`src/rtl/nbody_step_sched.sv`:
```
// nbody_step_sched: central sequencer for one n-body integration run.
// Walks the (i,j) pair space for the acceleration pipeline, delays issue tags by the
// pipeline latency so velocity accumulation sees aligned valid/first/last flags, then
// sweeps the position-update pass, repeating for the programmed number of steps.
//
// Ports:
//   i_clk, i_rst_n          clock, asynchronous active-low reset
//   i_go                    software run request (level); dropping it while busy aborts
//   i_num_bodies            body count N (clamped to BODIES), sampled at start
//   i_num_steps             steps per run (0 treated as 1), sampled at start
//   o_busy, o_done, o_phase run status; phase 0=idle/done, 1=accel, 2=pos
//   o_pair_*                pair issue to the acceleration datapath
//   o_acc_*                 latency-aligned acceleration result tags
//   o_pos_rd_addr           position/velocity read address during POS
//   o_pos_wr_en/_addr       position write strobe, ADD_LATENCY after the read
//   o_step_count            completed steps in the current run
module nbody_step_sched #(
  parameter int unsigned BODIES          = 512,
  parameter int unsigned BODY_ADDR_WIDTH = $clog2(BODIES),
  parameter int unsigned ACCL_LATENCY    = 131,
  parameter int unsigned ADD_LATENCY     = 20,
  parameter int unsigned STEP_WIDTH      = 16
) (
  input  logic                       i_clk,
  input  logic                       i_rst_n,
  input  logic                       i_go,
  input  logic [BODY_ADDR_WIDTH:0]   i_num_bodies,
  input  logic [STEP_WIDTH-1:0]      i_num_steps,
  output logic                       o_busy,
  output logic                       o_done,
  output logic [1:0]                 o_phase,
  output logic [BODY_ADDR_WIDTH-1:0] o_pair_i,
  output logic [BODY_ADDR_WIDTH-1:0] o_pair_j,
  output logic                       o_pair_valid,
  output logic                       o_pair_self,
  output logic                       o_acc_valid,
  output logic [BODY_ADDR_WIDTH-1:0] o_acc_i,
  output logic                       o_acc_first,
  output logic                       o_acc_last,
  output logic [BODY_ADDR_WIDTH-1:0] o_pos_rd_addr,
  output logic                       o_pos_wr_en,
  output logic [BODY_ADDR_WIDTH-1:0] o_pos_wr_addr,
  output logic [STEP_WIDTH-1:0]      o_step_count
);

  localparam int unsigned NW      = BODY_ADDR_WIDTH + 1;
  localparam int unsigned MAX_LAT = (ACCL_LATENCY > ADD_LATENCY) ? ACCL_LATENCY : ADD_LATENCY;
  localparam int unsigned CW      = $clog2(MAX_LAT + 1);

  typedef enum logic [2:0] {StIdle, StAccel, StDrainA, StPos, StDrainP, StDone} state_e;

  typedef struct packed {
    logic                       valid;
    logic                       first;
    logic                       last;
    logic [BODY_ADDR_WIDTH-1:0] idx;
  } acc_tap_t;

  typedef struct packed {
    logic                       valid;
    logic [BODY_ADDR_WIDTH-1:0] addr;
  } wr_tap_t;

  state_e                     r_state, w_state_d;
  logic [NW-1:0]              r_n;
  logic [STEP_WIDTH-1:0]      r_steps, r_step_count;
  logic [BODY_ADDR_WIDTH-1:0] r_i, r_j, r_p;
  logic [CW-1:0]              r_cnt;
  acc_tap_t                   r_acc [ACCL_LATENCY];
  wr_tap_t                    r_wr  [ADD_LATENCY];

  logic [NW-1:0] w_n_clamp, w_last;
  logic          w_busy, w_abort, w_issue, w_rd;
  logic          w_i_last, w_j_last, w_p_last, w_a_end, w_p_end, w_step_last;
  acc_tap_t      w_acc_in;
  wr_tap_t       w_wr_in;

  assign w_n_clamp   = (i_num_bodies > NW'(BODIES)) ? NW'(BODIES) : i_num_bodies;
  assign w_last      = r_n - NW'(1);
  assign w_busy      = (r_state == StAccel) || (r_state == StDrainA) ||
                       (r_state == StPos)   || (r_state == StDrainP);
  assign w_abort     = w_busy && !i_go;
  assign w_issue     = (r_state == StAccel);
  assign w_rd        = (r_state == StPos);
  assign w_i_last    = ({1'b0, r_i} == w_last);
  assign w_j_last    = ({1'b0, r_j} == w_last);
  assign w_p_last    = ({1'b0, r_p} == w_last);
  assign w_a_end     = (r_cnt == CW'(ACCL_LATENCY - 1));
  assign w_p_end     = (r_cnt == CW'(ADD_LATENCY - 1));
  assign w_step_last = ((r_step_count + STEP_WIDTH'(1)) == r_steps);

  // Tags are zeroed when nothing is issued so the delayed outputs read 0 when idle.
  assign w_acc_in.valid = w_issue;
  assign w_acc_in.first = w_issue && (r_j == '0);
  assign w_acc_in.last  = w_issue && w_j_last;
  assign w_acc_in.idx   = w_issue ? r_i : '0;
  assign w_wr_in.valid  = w_rd;
  assign w_wr_in.addr   = w_rd ? r_p : '0;

  always_comb begin
    w_state_d = r_state;
    unique case (r_state)
      StIdle:   if (i_go) w_state_d = (w_n_clamp == '0) ? StDone : StAccel;
      StAccel:  if (!i_go) w_state_d = StIdle;
                else if (w_i_last && w_j_last) w_state_d = StDrainA;
      StDrainA: if (!i_go) w_state_d = StIdle;
                else if (w_a_end) w_state_d = StPos;
      StPos:    if (!i_go) w_state_d = StIdle;
                else if (w_p_last) w_state_d = StDrainP;
      StDrainP: if (!i_go) w_state_d = StIdle;
                else if (w_p_end) w_state_d = w_step_last ? StDone : StAccel;
      StDone:   if (!i_go) w_state_d = StIdle;
      default:  w_state_d = StIdle;
    endcase
  end

  always_ff @(posedge i_clk or negedge i_rst_n) begin
    if (!i_rst_n) begin
      r_state      <= StIdle;
      r_n          <= '0;
      r_steps      <= '0;
      r_step_count <= '0;
      r_i          <= '0;
      r_j          <= '0;
      r_p          <= '0;
      r_cnt        <= '0;
    end else begin
      r_state <= w_state_d;
      if (r_state == StIdle && i_go) begin
        r_n          <= w_n_clamp;
        r_steps      <= (i_num_steps == '0) ? STEP_WIDTH'(1) : i_num_steps;
        r_step_count <= '0;
      end
      // Pair counters rest at (0,0) outside ACCEL so every step restarts cleanly.
      if (w_issue && w_state_d == StAccel) begin
        if (w_j_last) begin
          r_j <= '0;
          r_i <= r_i + BODY_ADDR_WIDTH'(1);
        end else begin
          r_j <= r_j + BODY_ADDR_WIDTH'(1);
        end
      end else begin
        r_i <= '0;
        r_j <= '0;
      end
      r_p   <= (w_rd && w_state_d == StPos) ? r_p + BODY_ADDR_WIDTH'(1) : '0;
      r_cnt <= (w_state_d == r_state) ? r_cnt + CW'(1) : '0;
      if (r_state == StDrainP && w_p_end && i_go) r_step_count <= r_step_count + STEP_WIDTH'(1);
    end
  end

  // Latency-matching delay lines; an abort flushes them so no stale result or write escapes.
  always_ff @(posedge i_clk or negedge i_rst_n) begin
    if (!i_rst_n) begin
      for (int k = 0; k < ACCL_LATENCY; k++) r_acc[k] <= '0;
      for (int k = 0; k < ADD_LATENCY; k++)  r_wr[k]  <= '0;
    end else if (w_abort) begin
      for (int k = 0; k < ACCL_LATENCY; k++) r_acc[k] <= '0;
      for (int k = 0; k < ADD_LATENCY; k++)  r_wr[k]  <= '0;
    end else begin
      r_acc[0] <= w_acc_in;
      for (int k = 1; k < ACCL_LATENCY; k++) r_acc[k] <= r_acc[k-1];
      r_wr[0] <= w_wr_in;
      for (int k = 1; k < ADD_LATENCY; k++) r_wr[k] <= r_wr[k-1];
    end
  end

  always_comb begin
    o_phase = 2'd0;
    if (r_state == StAccel || r_state == StDrainA) o_phase = 2'd1;
    if (r_state == StPos || r_state == StDrainP)   o_phase = 2'd2;
  end

  assign o_busy        = w_busy;
  assign o_done        = (r_state == StDone);
  assign o_pair_valid  = w_issue;
  assign o_pair_i      = r_i;
  assign o_pair_j      = r_j;
  assign o_pair_self   = w_issue && (r_i == r_j);
  assign o_acc_valid   = r_acc[ACCL_LATENCY-1].valid;
  assign o_acc_i       = r_acc[ACCL_LATENCY-1].idx;
  assign o_acc_first   = r_acc[ACCL_LATENCY-1].first;
  assign o_acc_last    = r_acc[ACCL_LATENCY-1].last;
  assign o_pos_rd_addr = r_p;
  assign o_pos_wr_en   = r_wr[ADD_LATENCY-1].valid;
  assign o_pos_wr_addr = r_wr[ADD_LATENCY-1].addr;
  assign o_step_count  = r_step_count;

endmodule

```
`config.mk`:
```
export PLATFORM = sky130hd
export DESIGN_NAME = nbody_step_sched
export DESIGN_NICKNAME = d
export VERILOG_FILES = /design/src/rtl/nbody_step_sched.sv
export SDC_FILE = /design/constraint.sdc
export NUM_CORES = 2
export LEC_CHECK = 0
export CELL_PAD_IN_SITES_DETAIL_PLACEMENT = 1
export CELL_PAD_IN_SITES_GLOBAL_PLACEMENT = 2
export CORE_MARGIN = 1
export CORE_UTILIZATION = 45
export CTS_BUF_LIST = sky130_fd_sc_hd__clkbuf_8 sky130_fd_sc_hd__clkbuf_16
export CTS_CLUSTER_SIZE = 20
export DETAILED_ROUTE_END_ITERATION = 12
export PLACE_DENSITY = 0.79
export RECOVER_POWER = 100
export SYNTH_ARGS = -nofsm -noshare
export SYNTH_HDL_FRONTEND = slang
export SYNTH_SLANG_ARGS = --single-unit
```
`constraint.sdc`:
```
create_clock -name i_clk -period 2.7 [get_ports i_clk]
set_input_delay 0.54 -clock i_clk [delete_from_list [all_inputs] [get_ports i_clk]]
set_output_delay 0.54 -clock i_clk [all_outputs]
set_load 0.005 [all_outputs]
```
======== After elaboration in Yosys (flattened, before gate mapping) ========
Index checks and enable logic that the tools add are counted.
cells by class
  reductions and logical operators ........ 20
  multiplexer cells ....................... 29
  eq/ne operators ......................... 16
  order comparisons ....................... 1
  $add $sub $neg .......................... 6
operator list
  kind                                                                   count
  1572-bit 2-to-1 mux                                                    1
  200-bit 2-to-1 mux                                                     1
  9-bit 2-to-1 mux                                                       7
  16-bit 2-to-1 mux                                                      3
  3-bit 2-to-1 mux                                                       12
  9-bit by 10-bit equality test with 1-bit output                        3
  9-bit by 1-bit adder with 9-bit output, second input constant          3
  3-bit case mux with 6 select lines                                     1
  16-bit by 1-bit adder with 16-bit output, second input constant        1
  16-bit equality test                                                   1
  16-bit zero test                                                       1
  10-bit greater-than comparator, second input constant                  1
  1-bit logical AND                                                      10
  10-bit zero test                                                       1
  10-bit 2-to-1 mux                                                      1
  10-bit by 1-bit subtractor with 10-bit output, second input constant   1
  3-bit by 2-bit equality test with 1-bit output, second input constant  3
  9-bit equality test                                                    1
  9-bit zero test                                                        1
  8-bit by 1-bit adder with 8-bit output, second input constant          1
  8-bit by 5-bit equality test with 1-bit output, second input constant  1
  8-bit equality test, second input constant                             1
  8-bit 2-to-1 mux                                                       1
  3-bit by 1-bit equality test with 1-bit output, second input constant  2
  9 further kinds                                                        13
word-level totals
  word-level logic and storage cells ...... 644
  output and inout port bits .............. 71
  register bits ........................... 1852

======== Depth between registers and ports, before layout ========
  depth after elaboration ................. 9
  gate-level depth with buffers ........... 12

======== Worst setup path before layout ========
No wires, ideal clock.
  path kind ............................... register -> register
  from .................................... register r_n[0]
  to ...................................... register r_cnt[2]
  stages on the path, launching flop included .. 13
  library setup time ...................... 0.135 ns
  period minus slack after synthesis ...... 2.515 ns
  arrival time ............................ 2.380 ns
  path slack .............................. 0.185 ns
  cells stage by stage .................... dfrtp_1 buf_2 inv_1 ha_1 buf_2 nor3b_1 xnor2_1 xor2_1 nand4_1 nor2_4 a21oi_1 o221ai_4 nor3_1
between the ends
  word-level cells in the longest chain between the ends .. 8
  elaborated cells between the ends (all ways) .. 12
  those cells by class .................... 1 x add/sub; 4 x eq/ne; 6 x mux; 1 x reduce/logical
ends and longest elaborated chain
  item                                                                RTL line  source
  from (decl)                                                         65        logic [NW-1:0] r_n;
  from (signal assigned)                                              130       r_n <= w_n_clamp;
  10-bit by 1-bit subtractor with 10-bit output (*)                   79        assign w_last = r_n - NW'(1);
  9-bit by 10-bit equality test with 1-bit output (on tied branches)  85, 86
  1-bit logical AND                                                   105       else if (w_i_last && w_j_last) w_state_d = StDrainA;
  3-bit 2-to-1 mux                                                    105
  3-bit 2-to-1 mux                                                    104       StAccel: if (!i_go) w_state_d = StIdle;
  3-bit case mux with 6 select lines (*)                              102       unique case (r_state)
  3-bit equality test (*)                                             147       r_cnt <= (w_state_d == r_state) ? r_cnt + CW'(1) : '0;
  8-bit 2-to-1 mux (*)                                                147
  to (signal assigned)                                                147
  to (decl)                                                           68        logic [CW-1:0] r_cnt;
Mark *: on every way between the ends. The rest lies on a longest branch, timed or not.
A chain may end at the register's enable or synchronous reset.

======== Worst setup path in the final report ========
  from .................................... register r_state[1]
  to ...................................... output o_phase[1]
between the ends
  word-level cells in the longest chain between the ends .. 3
  elaborated cells between the ends (all ways) .. 4
  those cells by class .................... 2 x eq/ne; 1 x mux; 1 x reduce/logical
ends and longest elaborated chain
  item                                                                                          RTL line  source
  from (decl)                                                                                   64        state_e r_state, w_state_d;
  from (signal assigned)                                                                        119       r_state <= StIdle;
  from (signal assigned)                                                                        128       r_state <= w_state_d;
  3-bit by 2-bit equality test with 1-bit output / 3-bit equality test (equally long branches)  171       if (r_state == StPos || r_state == StDrainP) o_phase = 2'd2;
  1-bit logical OR (*)                                                                          171
  2-bit 2-to-1 mux (*)                                                                          171
  to (decl)                                                                                     31        output logic [1:0] o_phase,
Marks and branches as above.

==> out/results.tsv <==
stage	metric	value	unit
timing	Setup TNS	0	ps
finish	Final Non-Filler Cells	6533	
place	Port Buffer Count	99	
global_routing	global-route usage over all layers	15.6	%
place	dpl cells	6179	
flow_run	maxcap violations	3	
place	GPL Wtd Cong	0.771	
power_and_ir_drop	Clk network pwr share	45.6	%
global_routing	initial antenna violation count	0	
finish	Layout area overhead	16.8	%
power_and_ir_drop	Switching Share	21.9	%
timing	Final Slew Violations	273	
logic_synthesis	Synth Cell Area	61700	um^2
floorplan	Die W	372	um
floorplan	die height	372	um
power_and_ir_drop	cell internal pwr	43.9	mW
critical_path	reg2reg end	r_cnt[1]	
critical_path	WS Path Type	flop to primary output	
logic_synthesis	Avg Inst Size Synth	14.1	um^2
logic_synthesis	syn nets	4410	
timing	crit share post-route	98.3	%
power_and_ir_drop	Logic pwr share	4.5	%
routing	number of DRC markers in iteration 0	1477	
timing	time the worst path needs with I/O delays and setup	2650	ps
timing	final hold violations	0	
finish	# diodes	0	
place	DP HPWL	54.4	mm
cts	H-Tree Depth	4	
routing	Final ANT Viol Nets	0	
logic_synthesis	Cell variety after synth	71	
critical_path	path depth of the worst reg2reg path	8	
critical_path	crit path capture type	primary output	
critical_path	crit path max fanout	4	
cts	Clock Latency Late Sink	790	ps
timing	Worst slew margin	-10.1	%
routing	total routed wirelength	101	mm
outcome	failing checks	max-capacitance violations, max-slew violations	
logic_synthesis	asr flop ratio synth	100	%
timing	Slew @ Worst Pin	1650	ps
logic_synthesis	Gate Count Post-Synth	4373	
global_routing	GR Overflow Total	0	
logic_synthesis	Main synth FF type	dfrtp_1	
logic_synthesis	register area share after synthesis	75.1	%
cts	Inserted Clock Buffers	185	
critical_path	Reg2Reg Setup Slack	110	ps
critical_path	critical path required time	2160	ps
cts	CTS tree	built	
power_and_ir_drop	Pwr Density	779	nW/um^2
power_and_ir_drop	Leak	37.6	nW
outcome	status	complete, but fails checks	
finish	Final nets	4644	
routing	# DRC	0	
routing	Pre-antenna DRT Iters	4	
critical_path	Worst EP arrival	2110	ps
cts	Root Driver	clkbuf_16	
floorplan	row cnt	135	
critical_path	reg-to-reg startpoint	r_n[3]	
global_routing	number of global-route vias before repair	33500	
global_routing	first-pass GRT wire length	176	mm
logic_synthesis	number of synthesized flops with an enable pin	0	
routing	via count	30100	
timing	Max Freq	377	MHz
global_routing	largest net degree at the start of global routing	127	
power_and_ir_drop	NetSw	12.3	mW
floorplan	Core ar.	136000	um^2
finish	share of cells above drive strength 1	11.3	%
power_and_ir_drop	Flop pwr share	49.9	%
power_and_ir_drop	post-layout total power	56.1	mW
floorplan	io pins	100	
routing	vias per cell	4.61	
power_and_ir_drop	Peak supply drop	0.467	mV
finish	Final Core Density	53.1	%
routing	DR WL/cell	15.5	um
cts	clock sink total	1852	
cts	clk buf depth	3	
logic_synthesis	post-synthesis register bit count	1852	
timing	Worst Skew	30.4	ps
cts	clock transition at the registers of the reported paths	70	ps
timing	final setup fails	0	
logic_synthesis	Syn. warnings	0	
timing	Hold WS	327	ps
floorplan	DIE AREA	139000	um^2
timing	RSZ-0062 raised after global routing	yes	
min_path	Worst Hold Class	primary input to async pin	
critical_path	Startpoint Class	flop	
floorplan	initial core utilization	45.4	%
==> kinds of logic (layout without fill, tap and decap cells) <==
family,count (synthesis),after routing,share of synthesized area [%]
AND/OR/NAND/NOR,2074,2074,20.6
adder cells (fa/ha/maj),8,8,0.162
multiplexers,4,4,0.0649
flip-flops,1852,1852,75.1
XOR/XNOR,88,88,1.34
buffers and inverters,267,646,1.77
AO/OA/AOI/OAI,80,80,0.941
==> registers in the layout (all words and copies together), names as in the netlist, 8 cells and up <==
name           cells
r_acc           1560
r_wr             190
o_step_count      16
r_steps           16
r_n               10
o_acc_i            9
o_pair_i           9
o_pair_j           9
o_pos_rd_addr      9
o_pos_wr_addr      9
r_cnt              8
==> worst max-delay path, cell delays in order, from the launching register on <==
cell and delay, ps:
dfrtp_1 430, buf_4 160, buf_6 120, inv_4 80
nor2_4 40, nand2_1 50, o21ai_1 50, buf_4 140
dlygate4sd2_1 250
==> cells in the mapped netlist (all sizes together) (3+ instances only) <==
master,number,area (um^2)
nand4,22,144
or3,4,30.0
inv,11,41.3
o21ai,34,170
xnor2,46,403
nand2,93,354
a211oi,4,42.5
nor4b,5,71.3
nor4,15,151
nand3b,7,52.6
nand2b,10,62.6
nor3b,5,47.5
xor2,38,333
a22o,4,35.0
clkbuf,229,862
mux2i,4,40.0
and3,15,93.8
and4,5,43.8
nand3,32,160
nor3,18,90.1
nor2b,1753,11000
a21oi,11,70.1
xnor3,3,67.6
buf,27,191
nor2,59,229
o31ai,8,60.1
dfrtp,1852,46300
ha,8,100
and2,24,151
==> power by group through the flow <==
stage                     sequential [mW]  clock, mW  combinational, mW
after floorplan                      28.4          0               1.26
after global placement               28.5          0               2.52
after detailed placement             28.5          0               2.56
after CTS                            28.0       26.5               2.61
after global routing                 28.0       27.6               2.84
final                                28.0       25.6               2.50
==> worst max-delay path by stage <==
stage                       end       start  cells after the start  slack (ps)
floorplan              r_cnt[2]      r_n[0]                     12         180
global placement       r_cnt[1]        i_go                     10        -510
detailed placement     r_cnt[1]        i_go                     10        -460
CTS                 o_pair_self  r_state[1]                      5           9
global route         o_phase[1]  r_state[1]                      7         -80
finish               o_phase[1]  r_state[1]                      8          50
==> cells in the final DEF (no fill, tap or decap), types with 7 or more instances in the layout <==
cell type / n
dfrtp_1: 1838
nor2b_1: 1750
clkbuf_16: 187
buf_4: 119
clkdlybuf4s50_1: 92
nand2_1: 91
inv_1: 53
nor2_1: 53
xnor2_1: 45
xor2_1: 38
clkbuf_8: 38
buf_12: 33
nand3_1: 31
o21ai_0: 28
clkinv_2: 26
clkbuf_1: 24
and2_1: 23
nand4_1: 21
bufinv_16: 17
and3_1: 15
clkbuf_2: 15
nor3_1: 14
dfrtp_2: 14
nand2b_1: 10
inv_6: 10
nor4_1: 8
a21oi_1: 8
o31ai_1: 7
nand3b_1: 7
ha_1: 7
==> through the flow <==
stage          setup WS, ps  area [um^2]
6_report               45.5        72100
4_1_cts                9.43        72200
5_1_grt               -77.7        72100
3_3_place_gp           -507        65900
2_1_floorplan           185        61700
3_5_place_dp           -461        65900
==> final cells by class <==
class	count	area, um^2
Tap cell	1781	2230
Sequential cell	1852	46400
Clock buffer	225	5200
Multi-Input combinational cell	2254	14400
Timing Repair Buffer	303	2820
Inverter	11	43.8
Fill cell	13200	63700
Clock inverter	107	993
==> timing repair <==
item,4_1_cts,5_1_grt
pin swaps,3,11
gates resized for setup,32,29
endpoints found under the setup margin,17,28
cloned,0,0
hold buffers,1,0
buffers inserted,10,11
endpoints found under the hold margin,36,0
==> per-layer routing <==
layer	global-route usage, %	vias up	part of all wire [%]
met4	5.01	0	2.5
met3	3.15	197	3.3
met5	0	-	0
li1	-	13900	-
met1	21.7	15700	46
met2	24.8	353	48
No activity file was read; power rests on OpenSTA's default activity.
